### config.mk
export PLATFORM = sky130hd
export DESIGN_NAME = alu_muldiv_ctrl_flat
export DESIGN_NICKNAME = d
export VERILOG_FILES = /design/src/rtl/alu_muldiv_ctrl_pkg.sv /design/src/rtl/alu_muldiv_ctrl_if.sv /design/src/rtl/div_iter.sv /design/src/rtl/alu_muldiv_ctrl.sv /design/src/flat_wrapper.sv
export SDC_FILE = /design/constraint.sdc
export NUM_CORES = 2
export LEC_CHECK = 0
export BUFFER_PORTS_ARGS = -buffer_cell sky130_fd_sc_hd__buf_4
export CAP_MARGIN = 20
export CORE_MARGIN = 2
export CORE_UTILIZATION = 25
export CTS_BUF_LIST = sky130_fd_sc_hd__clkbuf_4 sky130_fd_sc_hd__clkbuf_8
export DETAILED_ROUTE_END_ITERATION = 8
export MAX_ROUTING_LAYER = met4
export PLACE_DENSITY = 0.37
export SLEW_MARGIN = 20
export SYNTH_ARGS = -nofsm -noshare
export SYNTH_HDL_FRONTEND = slang
export SYNTH_SLANG_ARGS = --single-unit
### constraint.sdc
create_clock -name clk -period 12.5 [get_ports clk]
set_input_delay 0.625 -clock clk [delete_from_list [all_inputs] [get_ports clk]]
set_output_delay 0.625 -clock clk [all_outputs]
set_load 0.005 [all_outputs]
### src/rtl/alu_muldiv_ctrl_pkg.sv
// Shared opcode, state and sizing definitions for the mul/div unit and the ALU decode.
package alu_muldiv_ctrl_pkg;

  localparam int DIV_CYCLES = 32;

  typedef enum logic [4:0] {
    OP_MUL    = 5'b01000,
    OP_MULH   = 5'b01001,
    OP_MULHSU = 5'b01010,
    OP_MULHU  = 5'b01011,
    OP_DIV    = 5'b01100,
    OP_REM    = 5'b01101,
    OP_DIVU   = 5'b01110,
    OP_REMU   = 5'b01111
  } op_t;

  typedef enum logic [1:0] {
    ST_IDLE = 2'd0,
    ST_MUL  = 2'd1,
    ST_DIV  = 2'd2,
    ST_DONE = 2'd3
  } state_t;

  // Captured request; only the low opcode bits matter once the FSM knows mul vs div.
  typedef struct packed {
    logic [1:0]  kind;
    logic [31:0] a;
    logic [31:0] b;
  } req_t;

  // Opcode group select[4:3]; 01 marks the mul/div extension.
  function automatic logic is_muldiv(input logic [1:0] grp);
    return grp == 2'b01;
  endfunction

  // kind: 00 low word, 01 s*s high, 10 s*u high, 11 u*u high.
  function automatic logic [31:0] mul_result(input logic [1:0] kind,
                                             input logic [31:0] a,
                                             input logic [31:0] b);
    logic [63:0] ea;
    logic [63:0] eb;
    logic [63:0] p;
    ea = {{32{a[31] & (kind == 2'b01 || kind == 2'b10)}}, a};
    eb = {{32{b[31] & (kind == 2'b01)}}, b};
    p  = ea * eb;
    return (kind == 2'b00) ? p[31:0] : p[63:32];
  endfunction

endpackage

### src/rtl/alu_muldiv_ctrl_if.sv
// Request/response bundle between the issue pipeline and the mul/div unit.
interface alu_muldiv_ctrl_if;
  logic        start;
  logic [4:0]  select;
  logic [31:0] data1;
  logic [31:0] data2;
  logic        flush;
  logic        busy;
  logic        valid;
  logic [31:0] result;

  modport master (
    output start, select, data1, data2, flush,
    input  busy, valid, result
  );

  modport slave (
    input  start, select, data1, data2, flush,
    output busy, valid, result
  );
endinterface

### src/rtl/div_iter.sv
// Restoring radix-2 divider core on unsigned magnitudes: load once, then one quotient bit per step.
module div_iter (
  input  logic        clk,
  input  logic        reset,
  input  logic        load,
  input  logic        step,
  input  logic [31:0] dividend,
  input  logic [31:0] divisor,
  output logic [31:0] quotient,
  output logic [31:0] remainder
);

  logic [31:0] quo_q;
  logic [31:0] rem_q;
  logic [31:0] dvs_q;
  logic [32:0] trial;

  // Shift the next dividend bit into the partial remainder and try the subtract.
  always_comb begin
    trial = {rem_q, quo_q[31]} - {1'b0, dvs_q};
  end

  always_ff @(posedge clk) begin
    if (reset) begin
      quo_q <= '0;
      rem_q <= '0;
      dvs_q <= '0;
    end else if (load) begin
      quo_q <= dividend;
      rem_q <= '0;
      dvs_q <= divisor;
    end else if (step) begin
      quo_q <= {quo_q[30:0], ~trial[32]};
      rem_q <= trial[32] ? {rem_q[30:0], quo_q[31]} : trial[31:0];
    end
  end

  assign quotient  = quo_q;
  assign remainder = rem_q;

endmodule

### src/rtl/alu_muldiv_ctrl.sv
// Mul/div unit: FSM, fixed-latency multiply path and control around the iterative divider.
// Divide setup happens in the accept cycle; specials (x/0, INT_MIN/-1) complete in one cycle.
module alu_muldiv_ctrl
  import alu_muldiv_ctrl_pkg::*;
#(
  parameter int MUL_LATENCY = 2
) (
  input  logic               clk,
  input  logic               reset,
  alu_muldiv_ctrl_if.slave   bus
);

  localparam logic [5:0] MUL_LAST_CNT = (MUL_LATENCY >= 2) ? 6'(MUL_LATENCY - 2) : 6'd0;
  localparam logic [5:0] DIV_LAST_CNT = 6'(DIV_CYCLES);

  state_t      state;
  state_t      state_nxt;
  req_t        req_q;
  logic [5:0]  cnt;
  logic [31:0] result_q;
  logic [31:0] result_nxt;
  logic        valid_q;

  logic        accept;
  logic        req_is_div;
  logic        req_signed;
  logic        div_zero;
  logic        div_ovf;
  logic        req_special;
  logic [31:0] abs_a;
  logic [31:0] abs_b;
  logic        div_load;
  logic        div_step;
  logic [31:0] quo;
  logic [31:0] rem;
  logic        q_neg;
  logic        r_neg;
  logic [31:0] q_fix;
  logic [31:0] r_fix;

  // Request decode works on the live inputs; only used in the accept cycle.
  always_comb begin
    accept      = bus.start && !bus.flush && is_muldiv(bus.select[4:3]) &&
                  (state == ST_IDLE || state == ST_DONE);
    req_is_div  = bus.select[2];
    req_signed  = !bus.select[1];
    div_zero    = (bus.data2 == 32'h0000_0000);
    div_ovf     = req_signed && (bus.data1 == 32'h8000_0000) && (bus.data2 == 32'hFFFF_FFFF);
    req_special = req_is_div && (div_zero || div_ovf);
    abs_a       = (req_signed && bus.data1[31]) ? -bus.data1 : bus.data1;
    abs_b       = (req_signed && bus.data2[31]) ? -bus.data2 : bus.data2;
    div_load    = accept && req_is_div && !req_special;
    div_step    = (state == ST_DIV) && (cnt < DIV_LAST_CNT);
  end

  div_iter u_div_iter (
    .clk       (clk),
    .reset     (reset),
    .load      (div_load),
    .step      (div_step),
    .dividend  (abs_a),
    .divisor   (abs_b),
    .quotient  (quo),
    .remainder (rem)
  );

  always_ff @(posedge clk) begin
    if (reset) begin
      state <= ST_IDLE;
    end else begin
      state <= state_nxt;
    end
  end

  always_comb begin
    state_nxt = state;
    unique case (state)
      ST_IDLE, ST_DONE: begin
        if (accept) begin
          if (req_special)           state_nxt = ST_DONE;
          else if (req_is_div)       state_nxt = ST_DIV;
          else if (MUL_LATENCY <= 1) state_nxt = ST_DONE;
          else                       state_nxt = ST_MUL;
        end else begin
          state_nxt = ST_IDLE;
        end
      end
      ST_MUL: begin
        if (bus.flush)                 state_nxt = ST_IDLE;
        else if (cnt == MUL_LAST_CNT)  state_nxt = ST_DONE;
      end
      ST_DIV: begin
        if (bus.flush)                 state_nxt = ST_IDLE;
        else if (cnt == DIV_LAST_CNT)  state_nxt = ST_DONE;
      end
      default: state_nxt = ST_IDLE;
    endcase
  end

  // Sign fixup: quotient negative on differing signs, remainder follows the dividend.
  always_comb begin
    q_neg = !req_q.kind[1] && (req_q.a[31] ^ req_q.b[31]);
    r_neg = !req_q.kind[1] && req_q.a[31];
    q_fix = q_neg ? -quo : quo;
    r_fix = r_neg ? -rem : rem;

    result_nxt = result_q;
    if (accept && req_special) begin
      if (div_zero) result_nxt = bus.select[0] ? bus.data1 : 32'hFFFF_FFFF;
      else          result_nxt = bus.select[0] ? 32'h0000_0000 : 32'h8000_0000;
    end else if (accept && !req_is_div && (MUL_LATENCY <= 1)) begin
      result_nxt = mul_result(bus.select[1:0], bus.data1, bus.data2);
    end else if (state == ST_MUL) begin
      result_nxt = mul_result(req_q.kind, req_q.a, req_q.b);
    end else if (state == ST_DIV) begin
      result_nxt = req_q.kind[0] ? r_fix : q_fix;
    end
  end

  always_ff @(posedge clk) begin
    if (reset) begin
      req_q    <= '0;
      cnt      <= '0;
      result_q <= '0;
      valid_q  <= 1'b0;
    end else begin
      // DONE is only ever entered on a fresh completion, so this is a true pulse.
      valid_q <= (state_nxt == ST_DONE);
      if (state_nxt == ST_DONE) begin
        result_q <= result_nxt;
      end
      if (accept) begin
        req_q.kind <= bus.select[1:0];
        req_q.a    <= bus.data1;
        req_q.b    <= bus.data2;
        cnt        <= '0;
      end else if (state == ST_MUL || state == ST_DIV) begin
        cnt <= cnt + 6'd1;
      end
    end
  end

  assign bus.busy   = (state == ST_MUL) || (state == ST_DIV);
  assign bus.valid  = valid_q;
  assign bus.result = result_q;

endmodule

### src/flat_wrapper.sv
// flat-port wrapper written by rule: the top's interface ports become plain ports
module alu_muldiv_ctrl_flat import alu_muldiv_ctrl_pkg::*;
#(
  parameter int MUL_LATENCY = 2
)
  (clk, reset, bus_start, bus_select, bus_data1, bus_data2, bus_flush, bus_busy, bus_valid, bus_result);
  alu_muldiv_ctrl_if bus_i ();
  input  logic clk;
  input  logic reset;
  input wire logic [$bits(bus_i.start)-1:0] bus_start;
  input wire logic [$bits(bus_i.select)-1:0] bus_select;
  input wire logic [$bits(bus_i.data1)-1:0] bus_data1;
  input wire logic [$bits(bus_i.data2)-1:0] bus_data2;
  input wire logic [$bits(bus_i.flush)-1:0] bus_flush;
  output wire logic [$bits(bus_i.busy)-1:0] bus_busy;
  output wire logic [$bits(bus_i.valid)-1:0] bus_valid;
  output wire logic [$bits(bus_i.result)-1:0] bus_result;
  assign bus_i.start = bus_start;
  assign bus_i.select = bus_select;
  assign bus_i.data1 = bus_data1;
  assign bus_i.data2 = bus_data2;
  assign bus_i.flush = bus_flush;
  assign bus_busy = bus_i.busy;
  assign bus_valid = bus_i.valid;
  assign bus_result = bus_i.result;
  alu_muldiv_ctrl #(.MUL_LATENCY(MUL_LATENCY)) u_core (.clk(clk), .reset(reset), .bus(bus_i));
endmodule
==> impl_metrics.py <==
metrics = {
    "place": {
        "io_buffers": 106,
        "place_inst": 8690,
        "place_area_sq_um": 55400,
        "gp_congestion": 0.879,
        "dpl.hpwl_um": 153000,
    },
    "power": {
        "intPower_mw": 1.25,
        "clkPwrFrac": 0.397,
        "power_switching_mw": 0.686,
        "pwr-share-seq": 0.349,
        "vdd_drop_max_mv": 0.0464,
        "power_frac_comb": 0.254,
        "power_leakage_nw": 24.7,
        "p_per_area_nw_per_um2": 34.4,
        "switching_share": 0.354,
    },
    "final_layout": {
        "fin_cells": 8767,
        "post_route_cells_drive_above_1_share": 0.0578,
        "fin_area_sq_um": 56300,
        "num-fill-cells": 22400,
        "fin_util": 0.274,
        "nNetsFinal": 7499,
        "syn2layout_area_growth_pct": 8.77,
    },
    "yosys": {
        "yosysWarnings": 0,
        "postSynth.asyncResetShare": 0,
        "synth_nets": 7604,
        "synthDistinctLibCells": 97,
        "syn_area_sq_um": 51700,
        "synth_edf_count": 0,
        "synthCells": 6149,
        "ys_ff_latch": 203,
        "synth-main-ff-cell": "dfxtp_1",
        "yosysSeqAreaShare": 0.0786,
        "syn_avg_cell_area_sq_um": 8.41,
    },
    "setup_path": {
        "critPathMaxFanout": 20,
        "slowest_stage": "fa_1",
        "cp-end-kind": "flop",
        "critPathRequiredTime_ns": 12.97,
        "cp.arrival_ns": 10.72,
        "max_stage_delay_ns": 0.88,
        "crit_type": "reg -> reg",
        "crit_path_start_kind": "flop",
    },
    "run": {
        "cap_violations": 0,
    },
    "clocking": {
        "cts_made_buffers": 40,
        "clock_latency_ns": 0.62,
        "clockBufferDepth": 3,
        "ctsHoldBuffers": 0,
        "postCtsSetupBuffers": 0,
        "cts_root_buf": "clkbuf_8",
        "cts.sinks": 203,
        "tritoncts": "yes",
        "cts_resized": 0,
        "path_clk_slew_ns": 0.06,
        "htreeDepth": 2,
    },
    "timing": {
        "final-setup-viol-count": 0,
        "finalHoldViolCount": 0,
        "finClkSkew_ns": 0.0317,
        "fmax_mhz": 97.6,
        "rsz0062_at_grt": "false",
        "period_needed_ns": 10.25,
        "finalMaxSlewViolations": 0,
        "post-route-period-util": 0.820,
        "maxSlewHeadroom": 0.274,
        "worst_pin_slew_ns": 1.09,
        "finalSetupTns_ns": 0,
    },
    "floorplan": {
        "initial_core_util": 0.252,
        "row_count": 166,
        "ios": 107,
        "core-area_sq_um": 205000,
        "fp.dieArea_sq_um": 211000,
        "chipWidth_um": 459,
        "die_h_um": 459,
    },
    "global_routing": {
        "grt_pass1_wl_um": 293000,
        "overflow": 0,
        "grt_pass1_vias": 43600,
        "grt_max_degree": 89,
        "grt_antenna_before_repair": 9,
        "grt_usage": 0.191,
    },
    "detailed_routing": {
        "ant_nets": 0,
        "drtPass1Iterations": 5,
        "wl_met1_um": 90300,
        "finalWirelength_um": 194000,
        "vias_per_cell": 4.66,
        "via_count": 40800,
        "wire_per_inst_um": 22.1,
        "met3_length_um": 7220,
        "drc_errors": 0,
        "wl_met2_um": 92400,
        "routed.top_layer": "met4",
        "drtIter0Drc": 2660,
    },
    "run_status": {
        "status": "finished, final reports clean",
    },
    "hold_path": {
        "hold_path.class": "in -> reg",
    },
}
[through the flow]
step	worst slack (ns)	hold WS (ns)	power (mW)
detailed placement	2.26	0.447	1.18
CTS	2.21	0.270	1.96
global placement	2.40	0.444	1.18
floorplan	3.47	0.432	0.979
finish	2.25	0.317	1.94
global route	1.48	0.299	2.02
[placed cells by master (no fill, tap or decap), types with 18 or more instances in the layout]
cell type	n
a211oi_1	55
a21o_1	40
a21oi_1	261
a311oi_1	29
a31oi_1	30
and2_1	286
and3_1	44
buf_4	215
clkbuf_8	52
dfxtp_1	199
fa_1	1126
ha_1	255
inv_1	1269
mux2i_1	34
nand2_1	1093
nand2b_1	20
nand3_1	30
nand4_1	21
nor2_1	227
nor3_1	58
nor4_1	18
o211ai_1	23
o21a_1	19
o21ai_0	172
o21bai_1	22
o31ai_1	21
or2_2	20
xnor2_1	140
xor2_1	71
[power groups by stage]
stage / Clock (mW) / Sequential [mW] / Combinational, mW
after floorplan: 0 / 0.681 / 0.298
after global placement: 0 / 0.691 / 0.492
after detailed placement: 0 / 0.691 / 0.490
after CTS: 0.787 / 0.676 / 0.493
after global routing: 0.815 / 0.678 / 0.532
final: 0.768 / 0.677 / 0.492
[cell usage after synthesis (all sizes together), types with 7 or more instances]
master / n / area [sq um]
o31ai: 22 / 170
a211o: 7 / 61.3
a41oi: 7 / 61.3
nor2b: 18 / 113
a21o: 40 / 300
nor3: 60 / 317
or3: 15 / 93.8
xor2: 71 / 622
o211ai: 23 / 173
a31oi: 31 / 200
buf: 16 / 83.8
or2: 21 / 131
o22ai: 11 / 75.1
fa: 1126 / 22500
o21ai: 180 / 908
nand3: 30 / 150
clkbuf: 346 / 1300
a21oi: 261 / 1310
a211oi: 55 / 413
ha: 256 / 3200
o21a: 19 / 143
or4: 15 / 120
and2: 286 / 1790
a21boi: 11 / 82.6
inv: 1269 / 4760
nand4: 21 / 131
and3: 44 / 275
nand2: 1096 / 4120
a2111oi: 9 / 93.8
nor2: 232 / 873
mux2i: 34 / 340
xnor2: 141 / 1240
dfxtp: 203 / 4060
nand2b: 21 / 131
a311oi: 29 / 254
o41ai: 11 / 104
o21bai: 22 / 165
nor4: 22 / 180
[logic make-up (layout without fill, tap and decap cells)]
kind of cell    after synthesis  after routing  synth area share
buf+inv                    1632           1556             0.119
fa+ha+maj                  1382           1382             0.498
compound gates              778            778            0.0944
flops                       203            203            0.0786
other cells                   0              6                 0
xor+xnor                    212            212            0.0360
simple gates               1908           1908             0.168
mux                          34             34           0.00658
[critical path, delay by kind of cell, from the launching register on]
kind / cells / cell delay, ns
and+or+nand+nor: 6 / 1.88
AOI/OAI and AO/OA: 4 / 1.02
buffers and inverters: 8 / 1.24
muxes: 1 / 0.16
adders and majority gates: 10 / 5.44
DFF: 1 / 0.32
[layer usage]
| layer | up-vias | track usage |
|---|---|---|
| met1 | 21300 | 0.265 |
| li1 | 18400 | - |
| met2 | 910 | 0.310 |
| met4 | 0 | 0.0346 |
| met3 | 147 | 0.0102 |
| met5 | - | - |
[area by class of cell]
type                    instances  area, sq um  share of cell area
flip-flops and latches        203         4070              0.0723
inverters                    1270         4770              0.0847
clock inverters                 7         65.1             0.00116
well taps                    2688         3360              0.0598
clock buffers                  64          806              0.0143
repair buffers                215         1610              0.0287
multi-input cells            4314        41600               0.739
diodes                          6         15.0            0.000267
[registers in the layout (all words and copies together), names as in the netlist]
signal                       count
u_core.bus.valid                 1
u_core.req_q                    66
u_core.u_div_iter.quotient      32
u_core.u_div_iter.remainder     32
u_core.state                     2
u_core.cnt                       6
u_core.u_div_iter.dvs_q         32
u_core.bus.result               32
[worst paths after layout]
| path | slack, ns | to | startpoint | cells after the start |
|---|---|---|---|---|
| max | 2.25 | u_core.bus.result[26] | u_core.req_q[64] | 29 |
| min | 0.32 | u_core.req_q[25] | bus_data2[25] | 3 |
| max reg2reg | 2.25 | u_core.bus.result[26] | u_core.req_q[64] | 29 |
| min reg2reg | 0.45 | u_core.u_div_iter.dvs_q[21] | u_core.u_div_iter.dvs_q[21] | 2 |
Note: power is estimated with default switching activity, not from simulation.
